$ cat src/rtl/button_pkg.sv
// Shared button-conditioning definitions: debounce FSM state encoding and
// the default debounce length for a 100 MHz board clock.
package button_pkg;

    typedef logic [1:0] btn_state_t;

    localparam btn_state_t ST_IDLE         = 2'd0;
    localparam btn_state_t ST_PRESS_WAIT   = 2'd1;
    localparam btn_state_t ST_HELD         = 2'd2;
    localparam btn_state_t ST_RELEASE_WAIT = 2'd3;

    // 10 ms at 100 MHz
    localparam int DEBOUNCE_CYCLES_DEFAULT = 1_000_000;

endpackage

$ cat src/rtl/button_press_pulser_sync_2ff.sv
// Two-flop synchroniser with synchronous reset, reusable for any
// asynchronous board input.
module sync_2ff (
    input  logic CLK_IN,
    input  logic RST,
    input  logic d,
    output logic q
);

    logic sync_p0;
    logic sync_p1;

    always_ff @(posedge CLK_IN) begin
        if (RST) begin
            sync_p0 <= 1'b0;
            sync_p1 <= 1'b0;
        end else begin
            sync_p0 <= d;
            sync_p1 <= sync_p0;
        end
    end

    assign q = sync_p1;

endmodule

$ cat src/rtl/button_press_pulser.sv
// Debounces a raw push-button into a clean level plus one-cycle press/release
// pulses. Define BUTTON_PRESS_PULSER_AUTOREPEAT_EN to add hold-to-repeat pulses.
module button_press_pulser
    import button_pkg::*;
#(
    parameter int DEBOUNCE_CYCLES = DEBOUNCE_CYCLES_DEFAULT,
    parameter int REPEAT_DELAY    = 50_000_000,
    parameter int REPEAT_PERIOD   = 10_000_000,
    parameter int CNT_W           = 32
) (
    input  logic CLK_IN,
    input  logic RST,
    input  logic button,
    output logic pressed,
    output logic press_pulse,
    output logic release_pulse
);

    localparam logic [CNT_W-1:0] DB_LAST = CNT_W'(DEBOUNCE_CYCLES - 1);

    if (DEBOUNCE_CYCLES < 2 || REPEAT_DELAY < 1 || REPEAT_PERIOD < 1 ||
        $clog2(DEBOUNCE_CYCLES + 1) > CNT_W) begin : g_bad_params
        $error("button_press_pulser: invalid parameter set");
    end

    function automatic logic [CNT_W-1:0] sat_inc(input logic [CNT_W-1:0] v);
        return (&v) ? v : v + CNT_W'(1);
    endfunction

    logic             btn_s;
    btn_state_t       state;
    btn_state_t       state_nxt;
    logic [CNT_W-1:0] cnt;
    logic [CNT_W-1:0] cnt_nxt;
    logic             press_evt;
    logic             rel_evt;
    logic             press_fire;

    sync_2ff u_sync (
        .CLK_IN (CLK_IN),
        .RST    (RST),
        .d      (button),
        .q      (btn_s)
    );

    // Any disagreement with the target level restarts the debounce window.
    always_comb begin
        state_nxt = state;
        cnt_nxt   = cnt;
        press_evt = 1'b0;
        rel_evt   = 1'b0;
        case (state)
            ST_IDLE: begin
                if (btn_s) begin
                    state_nxt = ST_PRESS_WAIT;
                    cnt_nxt   = '0;
                end
            end
            ST_PRESS_WAIT: begin
                if (!btn_s) begin
                    state_nxt = ST_IDLE;
                end else if (cnt == DB_LAST) begin
                    state_nxt = ST_HELD;
                    press_evt = 1'b1;
                end else begin
                    cnt_nxt = sat_inc(cnt);
                end
            end
            ST_HELD: begin
                if (!btn_s) begin
                    state_nxt = ST_RELEASE_WAIT;
                    cnt_nxt   = '0;
                end
            end
            ST_RELEASE_WAIT: begin
                if (btn_s) begin
                    state_nxt = ST_HELD;
                end else if (cnt == DB_LAST) begin
                    state_nxt = ST_IDLE;
                    rel_evt   = 1'b1;
                end else begin
                    cnt_nxt = sat_inc(cnt);
                end
            end
            default: begin
                state_nxt = ST_IDLE;
                cnt_nxt   = '0;
            end
        endcase
    end

`ifdef BUTTON_PRESS_PULSER_AUTOREPEAT_EN
    localparam logic [CNT_W-1:0] RD_LAST = CNT_W'(REPEAT_DELAY - 1);
    localparam logic [CNT_W-1:0] RP_LAST = CNT_W'(REPEAT_PERIOD - 1);

    logic [CNT_W-1:0] rep_cnt;
    logic [CNT_W-1:0] rep_cnt_nxt;
    logic             rep_phase;
    logic             rep_phase_nxt;
    logic             rep_evt;

    // Counts only on edges that stay in HELD; frozen through release bounces.
    always_comb begin
        rep_cnt_nxt   = rep_cnt;
        rep_phase_nxt = rep_phase;
        rep_evt       = 1'b0;
        if (state == ST_HELD && btn_s) begin
            if (!rep_phase) begin
                if (rep_cnt == RD_LAST) begin
                    rep_evt       = 1'b1;
                    rep_phase_nxt = 1'b1;
                    rep_cnt_nxt   = '0;
                end else begin
                    rep_cnt_nxt = sat_inc(rep_cnt);
                end
            end else if (rep_cnt == RP_LAST) begin
                rep_evt     = 1'b1;
                rep_cnt_nxt = '0;
            end else begin
                rep_cnt_nxt = sat_inc(rep_cnt);
            end
        end else if (rel_evt || state == ST_IDLE || state == ST_PRESS_WAIT) begin
            rep_cnt_nxt   = '0;
            rep_phase_nxt = 1'b0;
        end
    end

    always_ff @(posedge CLK_IN) begin
        if (RST) begin
            rep_cnt   <= '0;
            rep_phase <= 1'b0;
        end else begin
            rep_cnt   <= rep_cnt_nxt;
            rep_phase <= rep_phase_nxt;
        end
    end

    assign press_fire = press_evt | rep_evt;
`else
    assign press_fire = press_evt;
`endif

    always_ff @(posedge CLK_IN) begin
        if (RST) begin
            state         <= ST_IDLE;
            cnt           <= '0;
            pressed       <= 1'b0;
            press_pulse   <= 1'b0;
            release_pulse <= 1'b0;
        end else begin
            state         <= state_nxt;
            cnt           <= cnt_nxt;
            pressed       <= (state_nxt == ST_HELD) || (state_nxt == ST_RELEASE_WAIT);
            press_pulse   <= press_fire;
            release_pulse <= rel_evt;
        end
    end

endmodule

$ cat config.mk
export PLATFORM = sky130hd
export DESIGN_NAME = button_press_pulser
export DESIGN_NICKNAME = d
export VERILOG_FILES = /design/src/rtl/button_pkg.sv /design/src/rtl/button_press_pulser_sync_2ff.sv /design/src/rtl/button_press_pulser.sv
export SDC_FILE = /design/constraint.sdc
export NUM_CORES = 1
export LEC_CHECK = 0
export ABC_AREA = 1
export CAP_MARGIN = 30
export CORE_UTILIZATION = 44
export CTS_CLUSTER_DIAMETER = 40
export CTS_CLUSTER_SIZE = 24
export DETAILED_ROUTE_END_ITERATION = 7
export MAX_ROUTING_LAYER = met4
export SLEW_MARGIN = 25
export SYNTH_ARGS = -nofsm -noshare
export SYNTH_HDL_FRONTEND = slang
export SYNTH_SLANG_ARGS = --single-unit
$ cat constraint.sdc
create_clock -name CLK_IN -period 3.3 [get_ports CLK_IN]
set_clock_uncertainty 0.15 [all_clocks]
set_input_delay 0.33 -clock CLK_IN [delete_from_list [all_inputs] [get_ports CLK_IN]]
set_output_delay 0.33 -clock CLK_IN [all_outputs]
set_load 0.01 [all_outputs]
==> summary.md, run 1 <==
| Metric | Value |
|---|---|
| Status | complete, no violations |
| Total grt overflow | 0 |
| Flop2flop setup slack | 0.90 ns |
| Non-Filler Instances | 535 |
| Clock buffer count from CTS | 5 |
| Slowest CP cell | nand3_4 |
| Sw frac | 23.11% |
| #FFs+latches synth | 39 |
| Leak Pwr | 0.9113 nW |
| Internal | 0.7070 mW |
| Vias per cell | 4.907 |
| Initial antenna violation count | 0 |
| Area of the mapped netlist | 2626 um2 |
| Crit path cell chain | ha_1 -> nand3_2 -> nor2_4 -> nand3_1 -> nand3_4 -> nand2_1 -> a21oi_1 |
| Critical path endpoint category | flip-flop |
| Area Growth Syn to Fin | 7.432% |
| Fmax | 417.2 MHz |
| Clock Power Share | 44.6% |
| Slew @ Worst Pin | 0.5994 ns |
| CTS Sinks | 39 |
| Root buf cell | clkbuf_8 |
| HP Class | flip-flop to flip-flop |
| Die ar. | 6281 um2 |
| DRC | 0 |
| Post-route ant nets | 0 |
| Setup crit end | cnt[16]$_SDFFE_PP0P_ |
| Finished Cell Area | 2821 um2 |
| Mapped Cells | 460 |
| Seq pwr share | 51.7% |
| Crit path depth | 7 |
| Total track usage | 24.41% |
| Clk_lat worst skew | 0.30 ns |
| FF-to-FF Start | cnt[0]$_SDFFE_PP0P_ |
| Cell Area, Placed | 2709 um2 |
| Most area-consuming cells after synthesis | dfxtp_1, nand2_1, nor2_1, a21oi_1, inv_1 |
| Slew Viols, Final | 0 |
| Post-CTS Resized | 0 |
| Syn Nets | 464 |
| Power per cell area | 325.9 nW/um2 |
| H-tree depth | 2 |
| Min Hold Slack | 0.2688 ns |
| Startpoint types | flip-flop |
| Sequential share of the synthesized area | 29.73% |
| Placed Instances | 527 |
| WS Path Type | flip-flop to flip-flop |
| Critical path startpoint | cnt[0]$_SDFFE_PP0P_ |
| Vias in the first global route | 2377 |
| Netlist cell types | 25 |
| Total number of yosys warnings | 0 |
| Setup violators final | 0 |
| Share of layout cells above drive strength 1 | 4.968% |
| Post-Route WL | 6711 um |
| # fillers | 612 |
| First-pass GRT wire length | 11630 um |
| Top cell type by total area after synthesis | dfxtp_1 |
| Sw power | 0.2124 mW |
| Final worst setup slack | 0.9031 ns |
| Die extent in x | 79.26 um |
| PortBufs | 5 |
| Critical R2R Capture | cnt[16]$_SDFFE_PP0P_ |
| WL/cell | 12.54 um |
| Rel. slew slack | 59.95% |
| Req. time, crit path | 3.37 ns |
| N_diodes | 0 |
| RSZ-0062 raised after global routing | no |
| Net count of the finished layout | 466 |
| Top cell type's share of synthesized area | 29.73% |
| DRT iter0 DRCs | 207 |
| Area of the multi-input gates | 1623 um2 |
| Initial Util | 46.55% |
| Area taken by flip-flops and latches | 780.7 um2 |
| Drt pass-1 iters | 4 |
| Family with the most delay on the worst path | simple AND/OR/NAND/NOR gates |
| Buf/Inv on CP | 0 |
| Clk buf depth | 2 |
| Worst vdd ir | 0.1647 mV |
| CTS Hold Bufs | 0 |
| PnR Total Power | 0.9194 mW |
| Setup slack at placement | 0.9317 ns |
| GP Congestion | 0.9049 |
| Gate power share | 3.7% |
| Crit-path max FO | 33 |
| R2R depth | 7 |
| CP max stage delay | 0.45 ns |
| Vias post-DR | 2625 |
| Core Util, Final | 50.01% |
| CTS tree | yes |
| Hold Fails Final Rpt | 0 |
| Largest net degree at the start of global routing | 34 |
| Final Critical Period | 2.397 ns |
| Setup bufs post-CTS | 0 |
| Syn Area/Cell | 5.709 um2 |
| Row cnt | 27 |
| Die extent in y | 79.26 um |
| Share of the clock period used by the worst path | 72.63% |
| I/O Pins | 6 |
| Worst-path clk slew | 0.09 ns |
| Core Area | 5642 um2 |
| Post-DP HPWL | 5160 um |
| Max-cap violation count | 0 |
| WP data arrival | 2.47 ns |
| Fin Setup TNS | 0 ns |
power groups by stage:
stage	combinational (mW)	sequential, mW	clock (mW)
2_1_floorplan	0.0269	0.486	0
3_3_place_gp	0.0339	0.487	0
3_5_place_dp	0.0340	0.487	0
4_1_cts	0.0341	0.476	0.423
5_1_grt	0.0383	0.476	0.439
6_report	0.0337	0.476	0.410
sequential cells by signal, summed over array words and instances (netlist names):
name / cells
cnt: 32
state: 2
press_pulse: 1
pressed: 1
release_pulse: 1
u_sync.q: 1
u_sync.sync_p0: 1
worst min path at each step:
stage                                          from                   to  cells past startpoint
after global routing      u_sync.sync_p0$_SDFF_PP0_  u_sync.q$_SDFF_PP0_                      2
after detailed placement  u_sync.sync_p0$_SDFF_PP0_  u_sync.q$_SDFF_PP0_                      2
final                     u_sync.sync_p0$_SDFF_PP0_  u_sync.q$_SDFF_PP0_                      2
after global placement    u_sync.sync_p0$_SDFF_PP0_  u_sync.q$_SDFF_PP0_                      2
after floorplan           u_sync.sync_p0$_SDFF_PP0_  u_sync.q$_SDFF_PP0_                      2
after CTS                 u_sync.sync_p0$_SDFF_PP0_  u_sync.q$_SDFF_PP0_                      2
synthesized netlist by cell type (all sizes together):
| cell | instances |
|---|---|
| a211oi | 2 |
| xnor2 | 3 |
| or2 | 1 |
| dfxtp | 39 |
| nand3 | 24 |
| nand2 | 188 |
| a21oi | 33 |
| buf | 7 |
| inv | 38 |
| xor2 | 8 |
| nor2 | 101 |
| clkbuf | 6 |
| ha | 1 |
| nor3 | 1 |
| nand4 | 8 |
layout by cell type (no fill, tap or decap), types with 2 or more instances in the layout:
| cell | Yosys | final |
|---|---|---|
| nor2_2 | 2 | 2 |
| nor2_4 | 3 | 3 |
| nand4_1 | 8 | 8 |
| buf_4 | 2 | 3 |
| a211oi_1 | 2 | 2 |
| dfxtp_1 | 39 | 39 |
| inv_1 | 38 | 38 |
| nand2_1 | 186 | 186 |
| nor2_1 | 96 | 96 |
| a21oi_1 | 33 | 33 |
| xnor2_1 | 3 | 3 |
| xor2_1 | 7 | 7 |
| nand3_2 | 2 | 2 |
| clkdlybuf4s50_1 | 0 | 5 |
| clkbuf_8 | 0 | 5 |
| nand3_1 | 21 | 21 |
cell families after synthesis:
group                    after synthesis  synth area share, %
buffers and inverters                 51                8.480
AND/OR/NAND/NOR                      323                50.50
adder cells (fa/ha/maj)                1               0.4763
flip-flops                            39                29.73
AO/OA/AOI/OAI                         35                6.860
XOR/XNOR                              11                3.955
area by class of cell:
cell class                 instances  share of cell area [%]
multi-input combinational        370                   57.52
sequential                        39                   27.67
inverter                          38                   5.055
tap                               72                   3.193
timing repair buffer               8                   2.572
clock buffer                       5                   2.439
clock inverter                     3                   1.552
worst min-delay path: stages (launching register included):
cell	delay, ns
dfxtp_1	0.31
inv_1	0.04
nor2_1	0.03
routing by layer:
layer  vias to the layer above  track usage, %  wire, um
met4                         0           6.000        95
met3                         9           4.023       267
li1                       1425               -         -
met5                         -               -         0
met1                      1151           33.08      3330
met2                        40           37.76      3017
No activity file was read; power rests on OpenSTA's default activity.
==> inputs of run 2 (changes only) <==
==> constraint.sdc (replaced) <==
create_clock -name CLK_IN -period 2 [get_ports CLK_IN]
set_clock_uncertainty 0.15 [all_clocks]
set_input_delay 0.2 -clock CLK_IN [delete_from_list [all_inputs] [get_ports CLK_IN]]
set_output_delay 0.2 -clock CLK_IN [all_outputs]
set_load 0.01 [all_outputs]
==> summary.md, run 2 (synthesis gave the netlist of run 1 again) <==
| Metric | Value |
|---|---|
| Status | complete, no violations |
| Commonest non-fill, non-tap cell in the layout | nand2_1 |
| R2R depth | 10 |
| Die extent in y | 79.26 um |
| Post-DP HPWL | 5830 um |
| Die extent in x | 79.26 um |
| Clk_lat worst skew | 0.30 ns |
| Vias post-DR | 2797 |
| Min-delay src | u_sync.sync_p0$_SDFF_PP0_ |
| Critical R2R Capture | cnt[27]$_SDFFE_PP0P_ |
| WL/cell | 13.39 um |
| Core Util, Final | 54.58% |
| Largest registers | cnt (32), state (2) |
| First-pass GRT wire length | 11930 um |
| Fmax | 533.4 MHz |
| Largest register FFs | 32 |
| RSZ-0062 raised after global routing | no |
| Post-route ant nets | 0 |
| Vias in the first global route | 2392 |
| HP Class | flip-flop to flip-flop |
| Initial Util | 46.55% |
| Clk buf depth | 2 |
| Slew Viols, Final | 0 |
| Startpoint types | flip-flop |
| Max-cap violation count | 0 |
| FF-to-FF Start | cnt[3]$_SDFFE_PP0P_ |
| Net count of the finished layout | 497 |
| # fillers | 588 |
| Critical path startpoint | cnt[3]$_SDFFE_PP0P_ |
| Initial antenna violation count | 0 |
| CTS tree | yes |
| Area taken by flip-flops and latches | 780.7 um2 |
| Row cnt | 27 |
| Area Growth Syn to Fin | 17.25% |
| Share of the clock period used by the worst path | 93.74% |
| Hold worst-path end | u_sync.q$_SDFF_PP0_ |
| Vias per cell | 4.942 |
| Post-Route WL | 7577 um |
| Fin Setup TNS | 0 ns |
| Total track usage | 25.97% |
| Req. time, crit path | 2.08 ns |
| Worst vdd ir | 0.2533 mV |
| Total grt overflow | 0 |
| Hold Fails Final Rpt | 0 |
| Clock buffer count from CTS | 5 |
| Drt pass-1 iters | 6 |
| Slew @ Worst Pin | 0.3860 ns |
| Critical path endpoint category | flip-flop |
| N_diodes | 0 |
| Die ar. | 6281 um2 |
| Share of layout cells above drive strength 1 | 12.15% |
| Rel. slew slack | 74.21% |
| DRC | 0 |
| Root buf cell | clkbuf_8 |
| DRT iter0 DRCs | 223 |
| Top reg by flops | cnt |
| Leak Pwr | 1.068 nW |
| Flop2flop setup slack | 0.13 ns |
| Hold Path Cell Cnt | 2 |
| Largest net degree at the start of global routing | 25 |
| CTS Sinks | 39 |
| WS Path Type | flip-flop to flip-flop |
| Power per cell area | 451.7 nW/um2 |
| Crit-path max FO | 5 |
| Core Area | 5642 um2 |
| H-tree depth | 2 |
| PortBufs | 5 |
| Final Critical Period | 1.875 ns |
| Commonest non-fill, non-tap cells in the layout | nand2_1, nor2_1, dfxtp_1 |
| WP data arrival | 1.95 ns |
| Worst-path clk slew | 0.08 ns |
| Area of the multi-input gates | 1659 um2 |
| GP Congestion | 0.9300 |
| I/O Pins | 6 |
| Setup violators final | 0 |
## run 2: cell types whose count changed in the layout (fill, tap and decap cells not counted), sizes merged
cell    delta
bufinv     -1
nor2       +1
clkinv     +1
buf       +30
## run 2: worst max-delay path by stage
| stage | to | slack (ns) |
|---|---|---|
| after floorplan | cnt[30]$_SDFFE_PP0P_ | 0.15 |
| after global placement | cnt[31]$_SDFFE_PP0P_ | 0.04 |
| after detailed placement | cnt[30]$_SDFFE_PP0P_ | 0.04 |
| after CTS | cnt[30]$_SDFFE_PP0P_ | 0.02 |
| after global routing | cnt[16]$_SDFFE_PP0P_ | 0.004 |
| final | cnt[27]$_SDFFE_PP0P_ | 0.13 |
## run 2: what timing repair did
item | in CTS | in global routing
setup buffers | 0 | 0
resized for setup | 0 | 9
hold buffers | 0 | 0
setup endpoints to repair | 0 | 26
## run 2: worst max-delay path: stages (launching register included)
cell and delay, ns:
dfxtp_1 0.45, nand2_1 0.17, nor2_2 0.22, nand2_1 0.09, nor2_1 0.26, nand2_1 0.09
nand2_1 0.06, nand2_1 0.05, nor2_1 0.08, nand2_1 0.06, a21oi_1 0.14
## run 2: power breakdown
group,total (mW),switching (mW),internal (mW)
logic,0.0789,0.0509,0.0280
registers,0.783,0.00308,0.780
clock network,0.529,0.290,0.239
## run 2: cell type report
class                   instances  share of cell area, %
multi-input cells             371                  53.88
flip-flops and latches         39                  25.36
repair buffers                 38                  10.48
inverters                      38                  4.632
well taps                      72                  2.926
clock buffers                   5                  2.235
clock inverters                 3                 0.4876
## run 2: metrics by stage
stage	hold WS (ns)	std cells	worst slack, ns	total power, mW	cell area (um2)
after floorplan	0.1570	460	0.1512	0.8464	2626
after global placement	0.2530	557	0.04346	0.8769	2959
after detailed placement	0.2572	557	0.03880	0.8766	2959
after CTS	0.2644	565	0.01682	1.397	3043
after global routing	0.2664	566	0.003671	1.440	3079
final	0.2639	566	0.1253	1.391	3079
## run 2: metal layers
layer | vias up | share of wire [%] | track usage (%)
met5 | - | 0 | -
met4 | 0 | 1.2 | 6.182
met3 | 9 | 4.4 | 3.908
met2 | 68 | 46 | 40.69
met1 | 1234 | 48 | 35.06
li1 | 1486 | - | -
==> inputs of run 3 (changes only) <==
--- a/config.mk
+++ b/config.mk
@@ -7,7 +7,7 @@
 export LEC_CHECK = 0
 export ABC_AREA = 1
 export CAP_MARGIN = 30
-export CORE_UTILIZATION = 44
+export CORE_UTILIZATION = 25
 export CTS_CLUSTER_DIAMETER = 40
 export CTS_CLUSTER_SIZE = 24
 export DETAILED_ROUTE_END_ITERATION = 7
==> constraint.sdc (replaced) <==
create_clock -name CLK_IN -period 1.5 [get_ports CLK_IN]
set_clock_uncertainty 0.15 [all_clocks]
set_input_delay 0.15 -clock CLK_IN [delete_from_list [all_inputs] [get_ports CLK_IN]]
set_output_delay 0.15 -clock CLK_IN [all_outputs]
set_load 0.01 [all_outputs]
==> summary.md, run 3 (synthesis gave the netlist of run 1 again) <==
| Metric | Value |
|---|---|
| Net count of the finished layout | 580 |
| Power per cell area | 543.5 nW/um2 |
| Failing checks | setup timing |
| Initial Util | 25.67% |
| Worst vdd ir | 0.4719 mV |
| Clock Power Share | 47.6% |
| Cell Area, Placed | 3525 um2 |
| First-pass GRT wire length | 15290 um |
| Final worst setup slack | -0.4049 ns |
| WS Path Type | flip-flop to flip-flop |
| Area Growth Syn to Fin | 60.79% |
| Critical R2R Capture | cnt[7]$_SDFFE_PP0P_ |
| Share of layout cells above drive strength 1 | 43.33% |
| N_diodes | 0 |
| WP data arrival | 1.98 ns |
| Slew @ Worst Pin | 0.3000 ns |
| CTS tree | yes |
| Commonest non-fill, non-tap cells in the layout | nand2_1, buf_4, nor2_1 |
| Min Hold Slack | 0.2104 ns |
| Finished Cell Area | 4223 um2 |
| Largest register FFs | 32 |
| Root buf cell | clkbuf_8 |
| Rel. slew slack | 79.98% |
| Total track usage | 18.09% |
| Die extent in y | 104.5 um |
| Vias post-DR | 3288 |
| Die extent in x | 104.5 um |
| Core Util, Final | 41.27% |
| Gate power share | 7.1% |
| Max-cap violation count | 0 |
| Drt pass-1 iters | 4 |
| Crit-path max FO | 6 |
| Status | complete, but fails checks |
| Critical path startpoint | cnt[0]$_SDFFE_PP0P_ |
| Setup crit end | cnt[7]$_SDFFE_PP0P_ |
| Total grt overflow | 0 |
| Initial antenna violation count | 0 |
| Largest registers | cnt (32), state (2) |
| Fmax | 525.0 MHz |
| Clock buffer count from CTS | 5 |
| Seq pwr share | 45.3% |
| Worst-path clk slew | 0.09 ns |
| Setup slack at placement | -0.4584 ns |
| Clk buf depth | 2 |
| Internal | 1.772 mW |
| Hold Fails Final Rpt | 0 |
| Row cnt | 37 |
| Flop2flop setup slack | -0.40 ns |
| Vias per cell | 4.612 |
| PortBufs | 5 |
| Sw power | 0.5231 mW |
| Fin Setup TNS | -11.24 ns |
| Largest net degree at the start of global routing | 29 |
| RSZ-0062 raised after global routing | yes |
| Post-Route WL | 9724 um |
| Post-route ant nets | 0 |
| Critical path endpoint category | flip-flop |
| Leak Pwr | 1.575 nW |
| Crit path cell chain | ha_4 -> nand3_4 -> nor2_4 -> nand3_2 -> nor2_4 -> nand2_4 -> nand3_4 -> buf_12 -> buf_12 -> nand2_4 -> a21oi_2 |
| DRT iter0 DRCs | 244 |
| I/O Pins | 6 |
| Placed Instances | 679 |
| HP Class | primary input to flip-flop |
| Die ar. | 10920 um2 |
| WL/cell | 13.64 um |
| Post-DP HPWL | 6599 um |
| Slowest CP cell | dfxtp_4 |
| Core Area | 10230 um2 |
| CP max stage delay | 0.37 ns |
| CTS Sinks | 39 |
| H-tree depth | 2 |
| Clk_lat worst skew | 0.30 ns |
| Startpoint types | flip-flop |
| Final Critical Period | 1.905 ns |
| Sw frac | 22.79% |
| Vias in the first global route | 3181 |
| GP Congestion | 0.9260 |
| Slew Viols, Final | 0 |
| Non-Filler Instances | 713 |
| FF-to-FF Start | cnt[0]$_SDFFE_PP0P_ |
| Req. time, crit path | 1.58 ns |
| Setup violators final | 37 |
| Share of the clock period used by the worst path | 127.0% |
| Top reg by flops | cnt |
| PnR Total Power | 2.295 mW |
| DRC | 0 |
| R2R depth | 11 |
| Commonest non-fill, non-tap cell in the layout | nand2_1 |
## run 3: cell types whose count changed in the layout (fill, tap and decap cells not counted), moves of 12 or more
cell,delta
a21oi_1,-12
a21oi_2,+12
buf_4,+69
dfxtp_1,-26
dfxtp_2,+23
inv_1,-19
inv_2,+18
nand2_1,-24
nand2_2,+21
nor2_1,-21
nor2_2,+18
## run 3: cell type report
class	count	area, um2
sequential	39	820.8
tap	136	170.2
clock inverter	3	67.56
inverter	38	147.6
multi-input combinational	371	1896
clock buffer	5	68.82
timing repair buffer	121	1052
fill	1013	6008
## run 3: timing repair
action                                  4_1_cts  5_1_grt
hold buffers                                  0        0
resized for setup                            62       72
setup buffers                                22        7
gates cloned                                  2        0
pin swaps                                    27       18
endpoints found under the setup margin       35       38
## run 3: worst min-delay path by stage
| stage | from | to | slack (ns) | cells past startpoint |
|---|---|---|---|---|
| after floorplan | button | u_sync.sync_p0$_SDFF_PP0_ | 0.11 | 2 |
| after global placement | u_sync.sync_p0$_SDFF_PP0_ | u_sync.q$_SDFF_PP0_ | 0.26 | 2 |
| after detailed placement | u_sync.sync_p0$_SDFF_PP0_ | u_sync.q$_SDFF_PP0_ | 0.25 | 2 |
| after CTS | button | u_sync.sync_p0$_SDFF_PP0_ | 0.21 | 3 |
| after global routing | button | u_sync.sync_p0$_SDFF_PP0_ | 0.25 | 3 |
| final | button | u_sync.sync_p0$_SDFF_PP0_ | 0.21 | 3 |
## run 3: critical path: cells and delay by family, from the launching register on
kind / cells / cell delay (ns)
and+or+nand+nor: 7 / 0.76
DFF: 1 / 0.37
buffers and inverters: 2 / 0.25
adders and majority gates: 1 / 0.15
AOI/OAI and AO/OA: 1 / 0.14
## run 3: layer usage
layer	vias up	share of wire [%]	track usage, %
met2	115	48	30.32
met1	1487	42	22.11
li1	1651	-	-
met3	35	6.1	2.068
met5	-	0	-
met4	0	3.8	7.041
## run 3: power by group through the flow
stage	Combinational (mW)	Sequential (mW)	Clock (mW)
floorplan	0.0620	1.07	0
CTS	0.151	1.04	1.12
detailed placement	0.114	1.07	0
global placement	0.114	1.07	0
global route	0.172	1.04	1.15
finish	0.163	1.04	1.09
